[src/rtl/ref_particle_reader.sv]
// Read controller for the refx/refy/refz RAMs: issues credit-limited reads
// and streams (x,y,z,index,last) words out through a small output FIFO.
module ref_particle_reader #(
  parameter int DEPTH        = 512,
  parameter int ADDR_WIDTH   = 9,
  parameter int DATA_WIDTH   = 32,
  parameter int READ_LATENCY = 2,
  parameter int FIFO_DEPTH   = 4
) (
  input  logic                  clock,
  input  logic                  rst,
  input  logic                  start,
  input  logic [ADDR_WIDTH-1:0] start_addr,
  input  logic [ADDR_WIDTH:0]   num_particles,
  output logic                  busy,
  output logic                  done,
  output logic [ADDR_WIDTH-1:0] mem_address,
  output logic                  mem_rden,
  input  logic [DATA_WIDTH-1:0] mem_q_x,
  input  logic [DATA_WIDTH-1:0] mem_q_y,
  input  logic [DATA_WIDTH-1:0] mem_q_z,
  output logic                  out_valid,
  input  logic                  out_ready,
  output logic [DATA_WIDTH-1:0] out_x,
  output logic [DATA_WIDTH-1:0] out_y,
  output logic [DATA_WIDTH-1:0] out_z,
  output logic [ADDR_WIDTH-1:0] out_index,
  output logic                  out_last
);

  localparam int NW = ADDR_WIDTH + 1;
  localparam int PW = (FIFO_DEPTH > 1) ? $clog2(FIFO_DEPTH) : 1;
  localparam int CW = $clog2(FIFO_DEPTH + READ_LATENCY + 2) + 1;
  localparam logic [NW-1:0] MAXN = NW'(DEPTH);
  localparam logic [NW-1:0] ONE  = NW'(1);
  localparam logic [PW-1:0] PMAX = PW'(FIFO_DEPTH - 1);

  typedef enum logic [1:0] {IDLE, ISSUE, DRAIN} state_t;

  state_t                state, state_n;
  logic [NW-1:0]         rem, rem_n, num_c;
  logic [ADDR_WIDTH-1:0] addr, addr_n, maddr_n;
  logic                  rden_n, ilast, ilast_n, done_n;

  logic [READ_LATENCY-1:0] vld, lst;
  logic [ADDR_WIDTH-1:0]   idx [READ_LATENCY];

  logic [DATA_WIDTH-1:0] fx [FIFO_DEPTH];
  logic [DATA_WIDTH-1:0] fy [FIFO_DEPTH];
  logic [DATA_WIDTH-1:0] fz [FIFO_DEPTH];
  logic [ADDR_WIDTH-1:0] fi [FIFO_DEPTH];
  logic                  fl [FIFO_DEPTH];
  logic [PW-1:0]         wptr, rptr;
  logic [CW-1:0]         fcount, inflight;
  logic                  push, pop, credit, drained;

  assign num_c = (num_particles > MAXN) ? MAXN : num_particles;
  assign push  = vld[READ_LATENCY-1];
  assign pop   = out_valid && out_ready;
  assign busy  = (state != IDLE);

  always_comb begin
    inflight = CW'(mem_rden);
    for (int i = 0; i < READ_LATENCY; i++)
      inflight = inflight + CW'(vld[i]);
  end

  // A pop this cycle frees its slot before any new read can land.
  assign credit  = (fcount + inflight) < (CW'(FIFO_DEPTH) + CW'(pop));
  assign drained = (inflight == '0) &&
                   ((fcount == '0) || (fcount == CW'(1) && pop));

  always_ff @(posedge clock or posedge rst) begin
    if (rst) begin
      state       <= IDLE;
      rem         <= '0;
      addr        <= '0;
      mem_rden    <= 1'b0;
      mem_address <= '0;
      ilast       <= 1'b0;
      done        <= 1'b0;
    end else begin
      state       <= state_n;
      rem         <= rem_n;
      addr        <= addr_n;
      mem_rden    <= rden_n;
      mem_address <= maddr_n;
      ilast       <= ilast_n;
      done        <= done_n;
    end
  end

  always_comb begin
    state_n = state;
    rem_n   = rem;
    addr_n  = addr;
    maddr_n = mem_address;
    rden_n  = 1'b0;
    ilast_n = 1'b0;
    done_n  = 1'b0;
    unique case (state)
      IDLE: begin
        if (start) begin
          if (num_c != '0) begin
            rden_n  = 1'b1;
            maddr_n = start_addr;
            addr_n  = start_addr + 1'b1;
            rem_n   = num_c - ONE;
            ilast_n = (num_c == ONE);
            state_n = ISSUE;
          end else begin
            state_n = DRAIN;
          end
        end
      end
      ISSUE: begin
        if (rem == '0) begin
          state_n = DRAIN;
        end else if (credit) begin
          rden_n  = 1'b1;
          maddr_n = addr;
          addr_n  = addr + 1'b1;
          rem_n   = rem - ONE;
          ilast_n = (rem == ONE);
        end
      end
      DRAIN: begin
        if (drained) begin
          done_n  = 1'b1;
          state_n = IDLE;
        end
      end
      default: state_n = IDLE;
    endcase
  end

  always_ff @(posedge clock or posedge rst) begin
    if (rst) begin
      vld <= '0;
      lst <= '0;
      for (int i = 0; i < READ_LATENCY; i++)
        idx[i] <= '0;
    end else begin
      vld[0] <= mem_rden;
      lst[0] <= ilast;
      idx[0] <= mem_address;
      for (int i = 1; i < READ_LATENCY; i++) begin
        vld[i] <= vld[i-1];
        lst[i] <= lst[i-1];
        idx[i] <= idx[i-1];
      end
    end
  end

  always_ff @(posedge clock) begin
    if (push) begin
      fx[wptr] <= mem_q_x;
      fy[wptr] <= mem_q_y;
      fz[wptr] <= mem_q_z;
      fi[wptr] <= idx[READ_LATENCY-1];
      fl[wptr] <= lst[READ_LATENCY-1];
    end
  end

  always_ff @(posedge clock or posedge rst) begin
    if (rst) begin
      wptr   <= '0;
      rptr   <= '0;
      fcount <= '0;
    end else begin
      if (push)
        wptr <= (wptr == PMAX) ? '0 : wptr + 1'b1;
      if (pop)
        rptr <= (rptr == PMAX) ? '0 : rptr + 1'b1;
      if (push && !pop)
        fcount <= fcount + 1'b1;
      else if (pop && !push)
        fcount <= fcount - 1'b1;
    end
  end

  assign out_valid = (fcount != '0);
  assign out_x     = fx[rptr];
  assign out_y     = fy[rptr];
  assign out_z     = fz[rptr];
  assign out_index = fi[rptr];
  assign out_last  = out_valid && fl[rptr];

endmodule

[config.mk]
export PLATFORM = sky130hd
export DESIGN_NAME = ref_particle_reader
export DESIGN_NICKNAME = d
export VERILOG_FILES = /design/src/rtl/ref_particle_reader.sv
export SDC_FILE = /design/constraint.sdc
export NUM_CORES = 1
export LEC_CHECK = 0
export BUFFER_PORTS_ARGS = -buffer_cell sky130_fd_sc_hd__buf_2
export CAP_MARGIN = 20
export CELL_PAD_IN_SITES_DETAIL_PLACEMENT = 1
export CELL_PAD_IN_SITES_GLOBAL_PLACEMENT = 1
export CORE_UTILIZATION = 30
export CTS_CLUSTER_SIZE = 8
export DETAILED_ROUTE_END_ITERATION = 10
export PLACE_DENSITY = 0.54
export RECOVER_POWER = 100
export SYNTH_ARGS = -nofsm -noshare
export SYNTH_HDL_FRONTEND = slang
export SYNTH_SLANG_ARGS = --single-unit
[constraint.sdc]
create_clock -name clock -period 5.52 [get_ports clock]
set_clock_uncertainty 0.15 [all_clocks]
set_input_delay 0.828 -clock clock [delete_from_list [all_inputs] [get_ports clock]]
set_output_delay 0.828 -clock clock [all_outputs]
set_load 0.005 [all_outputs]
==> metrics.md, run 1 <==
| Metric | Value |
|---|---|
| Status | finished, violations left |
| Failing checks | capacitance limit, slew limit |
| Post-Synthesis Cell Area | 18600 um2 |
| Hold crit path type | reg2reg |
| Largest net degree at the start of global routing | 107 |
| Drt first pass iters | 4 |
| Synth cell count leaders | 424 x edfxtp_1, 106 x mux4_2, 63 x dfrtp_1 |
| Crit path buf inv count | 2 |
| Leakage power | 0.00745 uW |
| Worst Path Max Fanout | 16 |
| Gpl congestion | 0.784 |
| RSZ-0062 raised after global routing | false |
| Maximum vdd drop | 265 uV |
| # hold bufs at CTS | 0 |
| Via count | 9524 |
| Core area | 60800 um2 |
| Avg Cell Area, Syn | 21.0 um2 |
| Post-synth ARST share | 12.9% |
| GR Layer Usage met1 | 18.3% |
| Pre-CTS worst setup slack | 2.08 ns |
| Register-to-register setup slack | 1.13 ns |
| Die height | 251 um |
| Max-cap viol count | 8 |
| Clk slew on worst S/H paths | 0.05 ns |
| Dominant synthesized flop cell | edfxtp_1 |
| Gr busiest metal | met2 |
| GRT overflow | 0 |
| Reg2reg start | vld[1]$_DFF_PP0_ |
| Fin crit share | 79.4% |
| Initial core utilization | 30.6% |
| Distinct cells, synth | 62 |
| Ys Warns | 0 |
| Relative slew slack | -124% |
| Crit path cell chain | fa_1 -> ha_1 -> inv_1 -> fa_1 -> xor2_1 -> a41o_1 -> a41o_1 -> nand2_1 -> clkinvlp_2 -> mux2_1 |
| Worst path depth | 10 |
| Crit Path Category | reg2reg |
| TritonCTS clock tree | built |
| DP Wirelength | 26.0 mm |
| R2r worst-path depth | 10 |
| CP peak stage delay | 0.77 ns |
| Global-route wire length before repair | 66.1 mm |
| GR Layer Usage met2 | 22.2% |
| DRC errors left | 0 |
| GRT Total Usage | 13.9% |
| Setup TNS | 0 ns |
| Total wire length | 43.0 mm |
| Via density | 4.81 |
| Worst slew pin tran | 3.37 ns |
| Clk_lat worst skew | 0.58 ns |
| Pwr Density | 557 nW/um2 |
| Most frequent cell after synthesis | edfxtp_1 |
| Number of buffers created by CTS | 71 |
| RR Endpoint | mem_address[2]$_DFFE_PP0P_ |
| Fraction of layout cells with a size suffix above 1 | 22.3% |
| Post-DRT Antenna Nets | 0 |
| Synth top area cells | edfxtp_1 68%, mux4_2 13%, dfrtp_1 8.5%, ha_1 1.1%, a21oi_1 0.56% |
| Max-slew violations | 332 |
| TritonCTS sink count | 487 |
| CTS max path bufs | 3 |
| Vias in the first global route | 10600 |
| F_max | 228 MHz |
| Crit-path leading delay family | adder cells |
| DIE AREA | 63100 um2 |
| Setup violations, final | 0 |
| I/O Buffers | 237 |
| Initial antenna violation count | 6 |
| Worst Setup Start Kind | register |
| First DRT Iteration DRCs | 447 |
| Met3 Track Usage GR | 3.64% |
| Post-synthesis net count | 1023 |
| P&R area growth vs syn | 20.9% |
| Die Width | 251 um |
| Syn Inst Count | 885 |
| Register area share after synthesis | 76.8% |
| Fin. Hold Viols | 0 |
| Nets | 1313 |
| Synth Register Bits | 487 |
| Top cell type's share of synthesized area | 68.4% |
| Worst Setup SP | vld[1]$_DFF_PP0_ |
| Critical path capture point type | register |
| Post-synth top area cell | edfxtp_1 |
| Worst path slowest cell | clkinvlp_2 |
| # IOs | 238 |
| Root Buffer | clkbuf_16 |
| H-tree Lvls | 3 |
| Gates resized, CTS repair | 0 |
| Avg WL per Cell | 21.7 um |
| Setup bufs post-CTS | 0 |
| EDFF count, synth | 424 |
| Final min period | 4.39 ns |
| Crit path to | mem_address[2]$_DFFE_PP0P_ |
| WP data arrival | 4.70 ns |
| Setup ws final | 1.13 ns |
| Row cnt | 90 |
| Worst EP required | 5.83 ns |
## sequential cells by signal (all words and copies together) (netlist names), 2 cells and up
| register | cells |
|---|---|
| fl | 4 |
| addr | 9 |
| rem | 10 |
| idx | 18 |
| rptr | 2 |
| fx | 128 |
| vld | 2 |
| fi | 36 |
| lst | 2 |
| mem_address | 9 |
| state | 2 |
| fy | 128 |
| fz | 128 |
| fcount | 4 |
| wptr | 2 |
## worst min path at each step
| stage | startpoint | to | cells after the start |
|---|---|---|---|
| 2_1_floorplan | idx[9]$_DFF_PP0_ | idx[0]$_DFF_PP0_ | 0 |
| 3_3_place_gp | idx[17]$_DFF_PP0_ | idx[8]$_DFF_PP0_ | 0 |
| 3_5_place_dp | ilast$_DFF_PP0_ | lst[0]$_DFF_PP0_ | 0 |
| 4_1_cts | idx[10]$_DFF_PP0_ | idx[1]$_DFF_PP0_ | 0 |
| 5_1_grt | ilast$_DFF_PP0_ | lst[0]$_DFF_PP0_ | 0 |
| 6_report | idx[10]$_DFF_PP0_ | idx[1]$_DFF_PP0_ | 0 |
## cell usage in the layout (no fill, tap or decap), types with 3 or more instances in the layout
cell / Yosys / layout
edfxtp_1: 424 / 424
clkbuf_1: 15 / 206
mux4_2: 106 / 106
clkbuf_16: 0 / 73
dfrtp_1: 63 / 62
buf_2: 7 / 52
inv_1: 22 / 22
a21oi_1: 21 / 21
nand2_1: 19 / 20
o21ai_0: 19 / 19
ha_1: 17 / 17
nor2_1: 16 / 16
nor3_1: 12 / 12
nand3_1: 10 / 10
mux2_2: 9 / 9
o22ai_1: 7 / 7
a31oi_1: 6 / 6
or4_1: 6 / 6
o31ai_1: 6 / 6
mux2i_1: 6 / 6
buf_4: 1 / 6
xor2_1: 5 / 5
nor4_1: 5 / 5
or3_1: 4 / 4
xnor2_1: 4 / 4
nand4_1: 4 / 4
and3_1: 4 / 4
nor3b_1: 2 / 3
nand2b_1: 3 / 3
and2_1: 8 / 3
nor4b_1: 3 / 3
a211oi_1: 3 / 3
buf_12: 0 / 3
## stage by stage
stage / util [%] / power (uW) / hold WS [ns] / instance area, um2 / cells
2_1_floorplan: - / 7400 / 0.181 / 18600 / 885
3_3_place_gp: 34.2 / 8820 / 0.182 / 20800 / 1883
3_5_place_dp: 34.2 / 8880 / 0.186 / 20800 / 1883
4_1_cts: 37.5 / 12900 / 0.196 / 22800 / 1978
5_1_grt: 37.0 / 13200 / 0.201 / 22500 / 1979
6_report: 37.0 / 12500 / 0.195 / 22500 / 1980
## report_power, final
part	internal, uW	switching, uW	total, uW	leakage [uW]
Combinational	1470	1780	3250	0.00187
Clock	2440	1530	3960	0.000976
Sequential	4880	446	5330	0.00460
## area by class of cell
type | instances | area [um2]
clock inverter | 6 | 114
sequential | 487 | 14300
inverter | 23 | 87.6
timing repair buffer | 253 | 1090
clock buffer | 89 | 1900
multi-input combinational | 339 | 4030
antenna | 1 | 2.50
tap | 782 | 978
fill | 6055 | 38300
## layer usage
metal / wire (um) / share of wire (%)
met1: 19000 / 44
met2: 20700 / 48
met3: 2410 / 5.6
met4: 788 / 1.8
met5: 58 / 0.14
## cell families (layout without fill, tap and decap cells)
family                   Yosys count  count (layout)  share of synthesized area [%]
AO/OA/AOI/OAI                     81              81                           2.83
AND/OR/NAND/NOR                  107             107                           3.33
buffers and inverters             59             371                           1.38
other                              0               1                              0
XOR/XNOR                           9               9                          0.423
adder cells (fa/ha/maj)           19              19                           1.36
flip-flops                       487             487                           76.8
multiplexers                     123             123                           13.8
Note: power is estimated with default switching activity, not from simulation.
==> inputs of run 2 (changes only) <==
--- a/config.mk
+++ b/config.mk
@@ -12,7 +12,7 @@
 export CORE_UTILIZATION = 30
 export CTS_CLUSTER_SIZE = 8
 export DETAILED_ROUTE_END_ITERATION = 10
-export PLACE_DENSITY = 0.54
+export PLACE_DENSITY = 0.56
 export RECOVER_POWER = 100
 export SYNTH_ARGS = -nofsm -noshare
 export SYNTH_HDL_FRONTEND = slang
==> constraint.sdc (replaced) <==
create_clock -name clock -period 4 [get_ports clock]
set_clock_uncertainty 0.15 [all_clocks]
set_input_delay 0.6 -clock clock [delete_from_list [all_inputs] [get_ports clock]]
set_output_delay 0.6 -clock clock [all_outputs]
set_load 0.005 [all_outputs]
==> run 2 against run 1 <==
The flow still finishes with violations (capacitance limit, slew limit). Utilization about the same. Sequential power up 37%. Cell count up 0.15%. Clock-buffer cell count down 5. Worst hold slack worse by 0.072 ns. Critical endpoint is now out_y[21]. Largest cell class unchanged.
==> metrics.md, run 2 (synthesis gave the netlist of run 1 again) <==
| Metric | Value |
|---|---|
| Status | finished, violations left |
| Failing checks | capacitance limit, slew limit |
| Final min period | 3.49 ns |
| Setup violations, final | 0 |
| Root Buffer | clkbuf_16 |
| Gates resized, CTS repair | 0 |
| DRC errors left | 0 |
| Worst Setup Start Kind | register |
| Clk_lat worst skew | 0.58 ns |
| Global-route wire length before repair | 66.1 mm |
| Crit path to | out_y[21] |
| Die height | 251 um |
| Worst slew pin tran | 2.13 ns |
| Setup TNS | 0 ns |
| Worst EP required | 3.25 ns |
| Final Power | 17100 uW |
| Max-cap viol count | 6 |
| Gpl congestion | 0.787 |
| Fraction of layout cells with a size suffix above 1 | 24.0% |
| Core area | 60800 um2 |
| Commonest cells after routing, fill and taps aside | 424 x edfxtp_1, 185 x clkbuf_1, 106 x mux4_2, 71 x clkbuf_16, 68 x buf_2 |
| Crit Path Category | reg2out |
| Clk slew on worst S/H paths | 0.05 ns |
| H-tree Lvls | 3 |
| Reg2reg start | vld[1]$_DFF_PP0_ |
| DP Wirelength | 27.4 mm |
| # IOs | 238 |
| P&R area growth vs syn | 21.0% |
| Largest net degree at the start of global routing | 57 |
| Number of buffers created by CTS | 71 |
| WP data arrival | 2.74 ns |
| Fillers | 6062 |
| Worst Setup SP | rptr[0]$_DFFE_PP0N_ |
| GR Layer Usage met2 | 22.5% |
| Initial antenna violation count | 5 |
| RSZ-0062 raised after global routing | false |
| Avg WL per Cell | 21.8 um |
| Top flop regs | fx x128, fy x128, fz x128 |
| Vias in the first global route | 10400 |
| Fin cells | 1983 |
| Row cnt | 90 |
| # hold bufs at CTS | 0 |
| DIE AREA | 63100 um2 |
| GR Layer Usage met1 | 17.8% |
| Die Width | 251 um |
| Gr busiest metal | met2 |
| Worst Path Max Fanout | 28 |
| TritonCTS clock tree | built |
| R2r worst-path depth | 10 |
| GRT overflow | 0 |
| Via count | 9554 |
| Initial core utilization | 30.6% |
| Register-to-register setup slack | 0.53 ns |
| Met3 Track Usage GR | 4.05% |
| DP Cell Count | 1891 |
| Relative slew slack | -42.2% |
| Leakage power | 0.00750 uW |
| F_max | 287 MHz |
| Post-DRT Antenna Nets | 0 |
| Setup ws final | 0.512 ns |
| Setup bufs post-CTS | 0 |
| Max-slew violations | 188 |
| Leading cell type in the layout, fill and taps excluded | edfxtp_1 |
| Fin. Hold Viols | 0 |
| Pre-CTS worst setup slack | 0.685 ns |
| Fin crit share | 87.2% |
| CTS max path bufs | 3 |
| First DRT Iteration DRCs | 492 |
| Pwr Density | 760 nW/um2 |
| GRT Total Usage | 14.0% |
| Maximum vdd drop | 302 uV |
| RR Endpoint | mem_address[1]$_DFFE_PP0P_ |
| Total wire length | 43.2 mm |
| TritonCTS sink count | 487 |
| Nets | 1320 |
| Critical path capture point type | output port |
| Hold crit path type | in2reg |
| Drt first pass iters | 5 |
| Via density | 4.82 |
| I/O Buffers | 237 |
## run 2: layout make-up
| cell class | count | area (um2) | area share [%] |
|---|---|---|---|
| sequential | 487 | 14300 | 63.5 |
| antenna | 2 | 5.00 | 0.0222 |
| clock buffer | 84 | 1840 | 8.15 |
| tap | 782 | 978 | 4.34 |
| timing repair buffer | 260 | 1210 | 5.39 |
| multi-input combinational | 339 | 4030 | 17.9 |
| clock inverter | 6 | 60.1 | 0.267 |
| inverter | 23 | 91.3 | 0.405 |
## run 2: worst min-delay path by stage
stage | startpoint | end | slack, ns | cells after the start
floorplan | idx[9]$_DFF_PP0_ | idx[0]$_DFF_PP0_ | 0.18 | 0
global placement | idx[13]$_DFF_PP0_ | idx[4]$_DFF_PP0_ | 0.18 | 0
detailed placement | idx[11]$_DFF_PP0_ | idx[2]$_DFF_PP0_ | 0.19 | 0
CTS | mem_q_x[13] | fx[1][13]$_DFFE_PP_ | 0.03 | 1
global route | mem_q_x[3] | fx[3][3]$_DFFE_PP_ | 0.1 | 1
finish | mem_q_x[13] | fx[0][13]$_DFFE_PP_ | 0.12 | 1
## run 2: per-stage QoR
| stage | utilization [%] | instance area (um2) | hold WS [ns] |
|---|---|---|---|
| finish | 37.0 | 22500 | 0.123 |
| floorplan | - | 18600 | 0.181 |
| global placement | 34.4 | 20900 | 0.183 |
| CTS | 37.5 | 22800 | 0.0346 |
| detailed placement | 34.4 | 20900 | 0.186 |
| global route | 37.0 | 22500 | 0.0977 |
## run 2: worst max-delay path, cell delays in order (launching register included)
cell      delay (ns)
dfrtp_4         0.83
clkbuf_2        0.55
mux4_2          0.57
clkbuf_1        0.17
## run 2: routing by layer
layer / vias up / part of all wire (%)
li1: 4236 / -
met5: - / 0.11
met1: 4980 / 42
met4: 8 / 2.5
met3: 88 / 6.4
met2: 242 / 49
## run 2: where the power goes
| part | switching, uW | internal, uW | leakage, uW | total [uW] |
|---|---|---|---|---|
| combinational | 2510 | 2120 | 0.00197 | 4630 |
| clock | 2020 | 3180 | 0.000927 | 5200 |
| sequential | 587 | 6710 | 0.00460 | 7290 |
==> inputs of run 3 (changes only) <==
--- a/config.mk
+++ b/config.mk
@@ -12,6 +12,7 @@
 export CORE_UTILIZATION = 30
 export CTS_CLUSTER_SIZE = 8
 export DETAILED_ROUTE_END_ITERATION = 10
+export MAX_ROUTING_LAYER = met4
 export PLACE_DENSITY = 0.56
 export RECOVER_POWER = 100
 export SYNTH_ARGS = -nofsm -noshare
==> run 3 against run 2 <==
The run still ends with capacitance limit, slew limit left. Global-route usage increased by 0.42 points. Die area unchanged. Worst hold slack improved by 0.0026 ns. Flip-flop and latch count unchanged. Critical path type is now reg2reg. Largest cell class unchanged.
==> metrics.md, run 3 (synthesis gave the netlist of run 1 again) <==
| Metric | Value |
|---|---|
| Status | finished, violations left |
| Failing checks | capacitance limit, slew limit |
| DIE AREA | 63100 um2 |
| P_int | 12000 uW |
| Gate power share | 27.0% |
| # hold bufs at CTS | 0 |
| F_max | 282 MHz |
| Seq pwr share | 42.6% |
| Setup violations, final | 0 |
| DP Wirelength | 27.4 mm |
| H-tree Lvls | 3 |
| Worst Path Max Fanout | 15 |
| Crit Path Category | reg2reg |
| Final min period | 3.55 ns |
| First DRT Iteration DRCs | 490 |
| Via density | 4.81 |
| Clk_lat worst skew | 0.58 ns |
| TritonCTS sink count | 487 |
| Vias in the first global route | 10500 |
| Worst Setup Start Kind | register |
| Clk pwr share | 30.4% |
| Pre-CTS worst setup slack | 0.685 ns |
| Row cnt | 90 |
| # IOs | 238 |
| Initial core utilization | 30.6% |
| Post-DRT Antenna Nets | 0 |
| I/O Buffers | 237 |
| GRT overflow | 0 |
| Switching Share | 29.9% |
| Storage element area | 14300 um2 |
| Top flop regs | fx x128, fy x128, fz x128 |
| WP data arrival | 3.88 ns |
| Gpl congestion | 0.798 |
| Setup ws final | 0.450 ns |
| Leading cell type in the layout, fill and taps excluded | edfxtp_1 |
| Worst slew pin tran | 2.12 ns |
| Pwr Density | 759 nW/um2 |
| Max-cap viol count | 6 |
| Hold crit path type | in2reg |
| P&R area growth vs syn | 21.0% |
| P_sw | 5110 uW |
| Fin. Hold Viols | 0 |
| Fin crit share | 88.7% |
| Fillers | 6068 |
| Multi-input gate area | 4030 um2 |
| Number of buffers created by CTS | 71 |
| Setup TNS | 0 ns |
| Total wire length | 43.3 mm |
| GRT Total Usage | 14.4% |
| Avg WL per Cell | 21.8 um |
| Drt first pass iters | 7 |
| Setup bufs post-CTS | 0 |
| RSZ-0062 raised after global routing | false |
| Leakage power | 0.00749 uW |
| Commonest cells after routing, fill and taps aside | 424 x edfxtp_1, 186 x clkbuf_1, 106 x mux4_2, 71 x clkbuf_16, 68 x buf_2 |
| Die height | 251 um |
| Maximum vdd drop | 302 uV |
| DP Cell Count | 1891 |
| DRC errors left | 0 |
| Max-slew violations | 151 |
| TritonCTS clock tree | built |
| Global-route wire length before repair | 66.1 mm |
| Core area | 60800 um2 |
| Via count | 9559 |
| Gates resized, CTS repair | 0 |
| CTS max path bufs | 3 |
| Initial antenna violation count | 6 |
| Largest net degree at the start of global routing | 57 |
| Nets | 1320 |
| Fin cells | 1986 |
| Relative slew slack | -41.4% |
| Root Buffer | clkbuf_16 |
| Die Width | 251 um |
| Critical path capture point type | register |
| Worst EP required | 4.33 ns |
| Clk slew on worst S/H paths | 0.05 ns |
| Fraction of layout cells with a size suffix above 1 | 23.9% |
==> run 3: changes by cell type in the layout (fill, tap and decap cells not counted), sizes merged <==
cell,previous run,this run
buf,86,85
clkbuf,258,259
diode,2,5
==> run 3: critical path, stage by stage, from the launching register on <==
cell      delay [ns]
dfrtp_1         0.48
fa_1            0.55
ha_1            0.18
inv_1           0.07
fa_1            0.39
xor2_1          0.16
a41o_1          0.25
a41oi_1         0.22
clkbuf_1        0.58
o21ai_0         0.22
a22oi_1         0.21
==> run 3: metrics by stage <==
step	power [uW]	utilization (%)	cell area, um2	hold WS (ns)
after floorplan	10200	-	18600	0.181
final	17100	37.1	22500	0.126
after CTS	17700	37.5	22800	0.0346
after global placement	12300	34.4	20900	0.183
after global routing	18100	37.1	22500	0.0963
after detailed placement	12400	34.4	20900	0.186
==> run 3: power groups by stage <==
stage | combinational (uW) | clock, uW | sequential, uW
detailed placement | 4960 | 0 | 7410
global placement | 4910 | 0 | 7360
floorplan | 3070 | 0 | 7140
finish | 4620 | 5190 | 7300
CTS | 4970 | 5410 | 7330
global route | 5100 | 5570 | 7430
==> run 3: layout make-up <==
class                   instances  share of cell area, %
repair buffers                260                   5.37
well taps                     782                   4.34
clock buffers                  84                   8.15
clock inverters                 6                  0.267
diodes                          5                 0.0555
multi-input cells             339                   17.9
inverters                      23                  0.405
flip-flops and latches        487                   63.5
==> run 3: layer usage <==
metal  track usage (%)  routed length [um]  share of wire, %  vias up
met1              17.8               18400                42     4971
li1                  -                   -                 -     4236
met4              5.47                1040               2.4        0
met3              4.08                2860               6.6       81
met2              22.5               21100                49      271
met5                 -                   0                 0        -
==> run 3: worst paths after layout <==
path	start	to	slack, ns	cells after the start
worst max-delay path	vld[1]$_DFF_PP0_	addr[2]$_DFFE_PP0P_	0.45	10
worst min register to register	idx[12]$_DFF_PP0_	idx[3]$_DFF_PP0_	0.19	0
worst max register to register	vld[1]$_DFF_PP0_	addr[2]$_DFFE_PP0P_	0.45	10
min in group asynchronous	rst	done$_DFF_PP0_	0.31	2
max in group asynchronous	rst	idx[6]$_DFF_PP0_	1.29	3
worst min-delay path	mem_q_x[13]	fx[0][13]$_DFFE_PP_	0.13	1
